## config.mk

```make
export PLATFORM = sky130hd
export DESIGN_NAME = eight_bit_serial_receiver
export DESIGN_NICKNAME = d
export VERILOG_FILES = /design/src/rtl/eight_bit_serial_receiver.sv
export SDC_FILE = /design/constraint.sdc
export NUM_CORES = 1
export LEC_CHECK = 0
export BUFFER_PORTS_ARGS = -buffer_cell sky130_fd_sc_hd__buf_4
export CAP_MARGIN = 20
export CORE_MARGIN = 5
export CORE_UTILIZATION = 54
export CTS_CLUSTER_DIAMETER = 50
export CTS_CLUSTER_SIZE = 30
export DETAILED_ROUTE_END_ITERATION = 12
export PLACE_DENSITY = 0.73
export SLEW_MARGIN = 20
export SYNTH_ARGS = -nofsm -noshare
export SYNTH_HDL_FRONTEND = slang
export SYNTH_SLANG_ARGS = --single-unit
```

## constraint.sdc

```tcl
create_clock -name clk -period 2.9 [get_ports clk]
set_input_delay 0.29 -clock clk [delete_from_list [all_inputs] [get_ports clk]]
set_output_delay 0.29 -clock clk [all_outputs]
set_load 0.02 [all_outputs]
```

## src/rtl/eight_bit_serial_receiver.sv

```systemverilog
// Serial-to-parallel receiver for the universal shift register link.
// Reassembles LSB- or MSB-first bit streams into words behind a valid/ready handshake.
module eight_bit_serial_receiver #(
  parameter int WIDTH = 8
) (
  input  logic             clk,
  input  logic             rst,
  input  logic             enb,
  input  logic             dir,
  input  logic             sync,
  input  logic             sin,
  input  logic             sin_valid,
  output logic [WIDTH-1:0] out,
  output logic             out_valid,
  input  logic             out_ready,
  output logic             busy,
  output logic             overrun,
  input  logic             ovr_clr
);

  // state | meaning
  // IDLE  | no partial word, count = 0
  // RECV  | partial word in progress, count = 1..WIDTH-1
  typedef enum logic {IDLE, RECV} state_t;

  localparam int CW = $clog2(WIDTH + 1);

  state_t           r_state;
  logic [CW-1:0]    r_count;
  logic [WIDTH-1:0] r_shreg;
  logic             r_dir_q;

  logic             w_accept;
  logic             w_first;
  logic             w_dir_eff;
  logic [CW-1:0]    w_count_base;
  logic [CW-1:0]    w_count_nxt;
  logic [WIDTH-1:0] w_shift;
  logic             w_done;
  logic             w_drop;

  assign w_accept     = enb & sin_valid;
  // sync discards the partial word, so the same edge may start a fresh one
  assign w_first      = sync | (r_state == IDLE);
  assign w_dir_eff    = w_first ? dir : r_dir_q;
  assign w_count_base = w_first ? '0 : r_count;
  assign w_count_nxt  = w_count_base + CW'(1);
  assign w_shift      = w_dir_eff ? {r_shreg[WIDTH-2:0], sin} : {sin, r_shreg[WIDTH-1:1]};
  assign w_done       = w_accept & (w_count_nxt == CW'(WIDTH));
  assign w_drop       = w_done & out_valid & ~out_ready;

  always_ff @(posedge clk or posedge rst) begin
    if (rst) begin
      r_state   <= IDLE;
      r_count   <= '0;
      r_shreg   <= '0;
      r_dir_q   <= 1'b0;
      out       <= '0;
      out_valid <= 1'b0;
      busy      <= 1'b0;
      overrun   <= 1'b0;
    end else if (enb) begin
      if (w_accept) begin
        r_shreg <= w_shift;
        if (w_first) r_dir_q <= dir;
        if (w_done) begin
          r_count <= '0;
          r_state <= IDLE;
          busy    <= 1'b0;
        end else begin
          r_count <= w_count_nxt;
          r_state <= RECV;
          busy    <= 1'b1;
        end
      end else if (sync) begin
        r_count <= '0;
        r_state <= IDLE;
        busy    <= 1'b0;
      end

      if (w_done) begin
        if (!out_valid || out_ready) begin
          out       <= w_shift;
          out_valid <= 1'b1;
        end
      end else if (out_valid && out_ready) begin
        out_valid <= 1'b0;
      end

      // a drop on the clearing edge keeps the flag set
      if (w_drop)       overrun <= 1'b1;
      else if (ovr_clr) overrun <= 1'b0;
    end
  end

endmodule

```

* Yosys cells after proc, flatten, opt, wreduce, memory -nomap -nowiden
Index checks and enable logic that the tools add are counted.
** Word-level totals
- Register bits after elaboration :: 24
- Input port bits :: 9
- Output and inout bits :: 11
- Logic and storage cells :: 42
** Cells by class
- Add/subtract/negate cells :: 1
- Equal/unequal tests :: 2
- Multiplexer cells :: 14
- Bitwise logic cells :: 7
- Reductions and logical operators :: 11
** Operators with widths (number)
- $mux W4 :: 4
- $mux W1 :: 9
- $mux W8 :: 1
- $reduce_and A2 Y1 :: 3
- $reduce_and A3 Y1 :: 2
- $reduce_bool A2 Y1 :: 3
- $add A4 B1 Y4 const B :: 1
- $and A1 B1 Y1 :: 4
- $eq A4 B4 Y1 const B :: 1
- $ne A2 B1 Y1 const B :: 1
- $not A1 Y1 :: 2
- $logic_and A1 B1 Y1 :: 1
- $logic_not A1 Y1 :: 1
- $logic_or A1 B1 Y1 :: 1
- $or A1 B1 Y1 :: 1

* Longest topological paths before layout
Gate-level depths: netlist of the first run.
- Word-level depth :: 10
- Mapped depth :: 7
- Gate-level depth less buffers :: 7

* Worst setup path after synthesis of the first run
Ideal clock, no wire load.
- Kind :: reg2reg
- From :: register r_state
- To :: register out[0]
- Library setup time :: 0.125 ns
- Data arrival time :: 2.204 ns
- Required time :: 2.775 ns
- Slack :: 0.571 ns
- Cell stages (with the launch flop) :: 8
- Buffers on the path :: 0
- Period minus slack after synthesis :: 2.329 ns
- Cell sequence :: dfrtp_1 nor2b_2 and2_1 ha_1 xnor2_1 nand2_1 nor4_4 mux2_2
** On the way
- Cells in the longest elaborated chain, start to end :: 7
- Elaborated cells between the ends (all ways) :: 9
- Classes of those cells :: 1 x add/sub; 1 x eq/ne; 3 x mux; 3 x bitwise; 1 x reduce/logical
** Ends and longest elaborated chain
- start: declaration :: line 28 : state_t r_state;
- start signal: assignment :: line 54 : r_state <= IDLE;
- start signal: assignment :: line 68 : r_state <= IDLE;
- start signal: assignment :: line 72 : r_state <= RECV;
- $not A1 Y1 (*) :: line 44 : assign w_first = sync | (r_state == IDLE);
- $or A1 B1 Y1 (*) :: line 44
- $mux W4 :: line 46 : assign w_count_base = w_first ? '0 : r_count;
- $add A4 B1 Y4 :: line 47 : assign w_count_nxt = w_count_base + CW'(1);
- $eq A4 B4 Y1 :: line 49 : assign w_done = w_accept & (w_count_nxt == CW'(WIDTH));
- $and A1 B1 Y1 :: line 49
- $reduce_and A3 Y1 (no source line)
- end signal: assignment :: line 83 : out <= w_shift;
- end: declaration :: line 13 : output logic [WIDTH-1:0] out,
Mark *: on every way between the ends. The rest lies on a longest branch, timed or not.
A chain may end at the register's enable or synchronous reset.

* Worst setup path after layout of the first run
- From :: register r_state
- To :: register out[5]
The elaborated chain is that of the path after synthesis.

==> impl_metrics.tcl, run 1 <==
set metrics [dict create \
    wire_per_inst_um 14.6 \
    synth_top_family_by_area "multiplexers" \
    ant_nets 0 \
    placedCellCount 142 \
    holdWs_ns 0.145 \
    timing.final.ws_setup_ns 0.434 \
    fp.dieW_um 56.7 \
    final-setup-viol-count 0 \
    syn_nets 107 \
    path_clk_slew_ns 0.14 \
    nFillCells 164 \
    netlist_instances 96 \
    swShare_pct 25.3 \
    synthMuxAreaShare_pct 23.6 \
    grt_pass1_wl_um 3740 \
    crit_path_max_fanout 8 \
    p_sw_w 0.000206 \
    antenna_found_initial 0 \
    synth_cell_types 25 \
    dieArea_um2 3210 \
    worstSkewPairLatency_ns 0.32 \
    yosysWarnings 0 \
    fin_cells 146 \
    pre_cts_ws_ns 0.416 \
    maxCapViolations 0 \
    hold_path_class "primary input to asynchronous set/reset pin" \
    dr.pass1.iters 4 \
    slew_viol_final 0 \
    startpoint_type "flop" \
    fin_skew_ns 0.00711 \
    period_minus_slack_ns 2.47 \
    vias_per_cell 5.49 \
    tightest_slew_ns 0.904 \
    run_status "finished, final reports clean" \
    max_freq_mhz 405 \
    p_int_w 0.000611 \
    final_cell_mix "24 x dfrtp_1, 19 x mux2_2, 19 x buf_4" \
    synth_flop_cell "dfrtp_1" \
    gr-usage-all-layers_pct 14.8 \
    syn-cell-area_um2 1180 \
    yosys.area_share.simple_pct 10.9 \
    final_common_cell "dfrtp_1" \
    synthXorXnorAreaFrac_pct 1.49 \
    drc_errors 0 \
    timing.final.crit_share_pct 85.0 \
    nets 130 \
    root_buffer "clkbuf_4" \
    grt_max_degree 25 \
    cts_tree "yes" \
    via_count 802 \
    cts_buffer_depth 2 \
    synth-edff-count 0 \
    required_ns 3.12 \
    clock-sinks 24 \
    postCtsSetupBuffers 0 \
    io_pins 20 \
    area_growth_pct 19.2 \
    drive_gt1_share_pct 39.0 \
    pwr_density_cell_nw_per_um2 582 \
    hpwl_um 1620 \
    wl_um 2140 \
    start_util_pct 54.8 \
    finalSetupTns_ns 0 \
    drtIter0Drc 3 \
    cts-buffers-inserted 3 \
    synthAdderAreaFrac_pct 2.13 \
    hold_violations 0 \
    synth-compound-area-share_pct 9.25 \
    cts_hold_buf 0 \
    rows 17 \
    syn_area_per_cell_um2 12.3 \
    slew-limit-headroom_pct 39.6 \
    globalplace.congestion 0.750 \
    synthArstFlopShare_pct 100 \
    die_y_um 56.7 \
    endpoint_kind "flop" \
    worstSetupPathType "flop to flop" \
    pwr-share-comb_pct 18.2 \
    vdd_ir_drop_max_mv 0.441 \
    antennaDiodeCount 0 \
    io_buffers 19 \
    grt_remaining_overflow 0 \
    grt_pass1_vias 865 \
    yosysSeqAreaShare_pct 51.0 \
    leakage_nw 0.695 \
    p_clk_share_pct 29.9 \
    post_cts_resized 0 \
    rsz0062_at_grt "no" \
    htreeDepth 1 \
    p_seq_share_pct 51.9 \
    synth-seq-cells 24 \
    coreArea_um2 2150 \
    worstPathArrival_ns 2.69 \
]
-- power groups by stage --
| stage | logic [W] | clock network [W] | registers [W] |
|---|---|---|---|
| 2_1_floorplan | 0.000115 | 0 | 0.000419 |
| 3_3_place_gp | 0.000146 | 0 | 0.000429 |
| 3_5_place_dp | 0.000151 | 0 | 0.000430 |
| 4_1_cts | 0.000152 | 0.000248 | 0.000424 |
| 5_1_grt | 0.000164 | 0.000266 | 0.000432 |
| 6_report | 0.000149 | 0.000244 | 0.000424 |
-- worst max-delay path: stages, from the launching register on --
cell and delay (ns):
dfrtp_1 0.48, nor2b_2 0.25, and2_1 0.20, ha_1 0.21, xnor2_1 0.13, nand2_1 0.12
nor4_4 0.57, mux2_2 0.40
-- per-stage QoR --
step	power [W]	instance area, um2	util, %
CTS	0.000823	1400	65.3
floorplan	0.000534	1180	-
global route	0.000862	1400	65.3
global placement	0.000575	1350	62.9
detailed placement	0.000582	1350	62.9
finish	0.000817	1400	65.3
-- worst paths after layout --
check | start | endpoint | slack [ns] | cells after the start
min reg2reg | r_dir_q$_DFFE_PP0P_ | r_dir_q$_DFFE_PP0P_ | 0.53 | 2
max reg2reg | r_state$_DFFE_PP0P_ | out[5]$_DFFE_PP0P_ | 0.43 | 7
max | r_state$_DFFE_PP0P_ | out[5]$_DFFE_PP0P_ | 0.43 | 7
min | rst | overrun$_DFFE_PP0P_ | 0.15 | 2
max in group asynchronous | rst | r_shreg[6]$_DFFE_PP0P_ | 2.20 | 2
min in group clk | out_ready | out_valid$_DFFE_PP0P_ | 0.25 | 3
-- flip-flops by register name (all words and copies together), names as in the netlist --
name       flops
out            8
r_shreg        8
r_count        4
out_valid      1
overrun        1
r_dir_q        1
r_state        1
-- cells in the mapped netlist, types with 2 or more instances --
cell type	n	share of area (%)
a22o_1	4	3.0
o21ai_0	6	2.6
a21o_1	2	1.3
nor2_1	2	0.64
and2_1	3	1.6
ha_1	2	2.1
mux2i_1	5	4.3
dfrtp_1	24	51
xnor2_1	2	1.5
inv_1	4	1.3
nand2_1	8	2.6
mux2_2	19	18
a21oi_1	3	1.3
-- final cells by class --
class	instances	area [um2]	area share, %
timing repair buffer	19	143	10.2
inverter	4	15.0	1.07
multi-input combinational	67	558	39.8
clock inverter	1	30.0	2.14
sequential	24	601	42.8
tap	28	35.0	2.50
clock buffer	3	22.5	1.60
-- kinds of logic (layout without fill, tap and decap cells) --
family,Yosys count,count (layout)
multiplexers,25,25
flip-flops,24,24
AND/OR/NAND/NOR,21,21
AO/OA/AOI/OAI,17,17
buffers and inverters,5,27
adder cells (fa/ha/maj),2,2
XOR/XNOR,2,2
-- routing by layer --
metal,part of all wire [%],vias to the layer above,routed length [um],global-route usage (%)
li1,-,389,-,-
met5,0,-,0,0
met3,3.3,5,70,3.22
met4,1.9,0,40,5.42
met1,43,396,928,16.9
met2,51,12,1100,26.6
(Power assumes the default switching activity.)
==> inputs of run 2 (changes only) <==
--- a/config.mk
+++ b/config.mk
@@ -13,6 +13,7 @@
 export CTS_CLUSTER_SIZE = 30
 export DETAILED_ROUTE_END_ITERATION = 12
 export PLACE_DENSITY = 0.73
+export RECOVER_POWER = 100
 export SLEW_MARGIN = 20
 export SYNTH_ARGS = -nofsm -noshare
 export SYNTH_HDL_FRONTEND = slang
==> run 2 against run 1 <==
  * Total power shrank 1.1%
  * Cell count is the same
  * Die area is the same
  * Hold slack is essentially flat
  * Maximum frequency shrank 3.2%
  * Flip-flop and latch count is the same
  * First-iteration DRC count is the same
  * Clock power is essentially flat
==> impl_metrics.tcl, run 2 (synthesis gave the netlist of run 1 again) <==
set metrics [dict create \
    final_cell_mix "24 x dfrtp_1, 14 x mux2_2, 11 x clkbuf_1" \
    grt_pass1_vias 865 \
    cts-buffers-inserted 3 \
    clock-sinks 24 \
    period_minus_slack_ns 2.55 \
    gr-usage-all-layers_pct 14.8 \
    placedCellCount 142 \
    worstSkewPairLatency_ns 0.32 \
    slew_viol_final 0 \
    tightest_slew_ns 0.875 \
    start_util_pct 54.8 \
    wire_per_inst_um 14.7 \
    leakage_nw 0.652 \
    drc_errors 0 \
    wl_um 2150 \
    final_common_cell "dfrtp_1" \
    post_dp_cell_area_um2 1350 \
    pwr_density_cell_nw_per_um2 596 \
    final-setup-viol-count 0 \
    ff2ff_setup_slack_ns 0.35 \
    r2r_cells 7 \
    holdWs_ns 0.145 \
    hold_violations 0 \
    post_cts_resized 0 \
    largestRegisters "out x8, r_shreg x8, r_count x4" \
    rsz0062_at_grt "no" \
    vdd_ir_drop_max_mv 0.438 \
    postCtsSetupBuffers 0 \
    timing.final.crit_share_pct 87.8 \
    drive_gt1_share_pct 23.7 \
    coreArea_um2 2150 \
    ant_nets 0 \
    path_clk_slew_ns 0.14 \
    maxCapViolations 0 \
    endpoint_kind "flop" \
    cpPeakStageDelay_ns 0.58 \
    fin_skew_ns 0.00577 \
    io_pins 20 \
    p_total_w 0.000808 \
    run_status "finished, final reports clean" \
    globalplace.congestion 0.750 \
    rr_endpoint "out[5]$_DFFE_PP0P_" \
    root_buffer "clkbuf_4" \
    rows 17 \
    cts_buffer_depth 2 \
    cts_hold_buf 0 \
    required_ns 3.12 \
    area_growth_pct 15.2 \
    grt_pass1_wl_um 3740 \
    vias_per_cell 5.48 \
    max_freq_mhz 393 \
    grt_remaining_overflow 0 \
    fp.dieW_um 56.7 \
    drtIter0Drc 3 \
    timing.rr.start "r_state$_DFFE_PP0P_" \
    die_y_um 56.7 \
    critPathLaunch "r_state$_DFFE_PP0P_" \
    nets 130 \
    startpoint_type "flop" \
    cts_tree "yes" \
    antennaDiodeCount 0 \
    critPathSlowestCell "nor4_4" \
    hold_path_class "primary input to asynchronous set/reset pin" \
    worstPathArrival_ns 2.77 \
    crit_chain "nor2b_1, and2_0, ha_1, xnor2_1, nand2_1, nor4_4, mux2_2" \
    hpwl_um 1620 \
    final_area_um2 1360 \
    io_buffers 19 \
    via_count 800 \
    worstSetupPathType "flop to flop" \
    finalSetupTns_ns 0 \
    fin_cells 146 \
    crit_path_max_fanout 8 \
    grt_max_degree 25 \
    slew-limit-headroom_pct 40.0 \
    antenna_found_initial 0 \
    htreeDepth 1 \
    dieArea_um2 3210 \
    dr.pass1.iters 3 \
]
-- run 2: through the flow --
step / setup slack (ns) / util (%)
6_report: 0.353 / 63.1
3_5_place_dp: 0.416 / 62.9
2_1_floorplan: 0.571 / -
3_3_place_gp: 0.505 / 62.9
4_1_cts: 0.391 / 65.3
5_1_grt: 0.186 / 63.1
-- run 2: power by group --
part / leakage, nW / switching [W] / internal (W)
clock: 0.0279 / 0.000105 / 0.000140
sequential: 0.311 / 0.0000374 / 0.000386
combinational: 0.313 / 0.0000639 / 0.0000755
-- run 2: worst max path at each step --
stage	endpoint	slack, ns	cells after the start
after floorplan	out[0]$_DFFE_PP0P_	0.57	7
after global placement	out[5]$_DFFE_PP0P_	0.51	7
after detailed placement	out[1]$_DFFE_PP0P_	0.42	7
after CTS	out[5]$_DFFE_PP0P_	0.39	7
after global routing	out[5]$_DFFE_PP0P_	0.19	7
final	out[5]$_DFFE_PP0P_	0.35	7
-- run 2: critical path: cells and delay by family (launching register included) --
kind	cells	cell delay, ns
mux	1	0.40
xor+xnor	1	0.13
fa+ha+maj	1	0.22
simple gates	4	1.21
flops	1	0.48
-- run 2: layout make-up --
class | count | area, um2
fillers | 182 | 792
flip-flops and latches | 24 | 601
multi-input cells | 67 | 552
repair buffers | 19 | 101
well taps | 28 | 35.0
clock inverters | 1 | 30.0
clock buffers | 3 | 22.5
inverters | 4 | 15.0
-- run 2: layer usage --
layer / track usage [%] / part of all wire, % / routed length (um) / up-vias
met5: 0 / 0 / 0 / -
met4: 5.42 / 1.9 / 40 / 0
met3: 3.22 / 3.0 / 65 / 5
met2: 26.6 / 51 / 1090 / 12
met1: 16.9 / 44 / 948 / 394
li1: - / - / - / 389
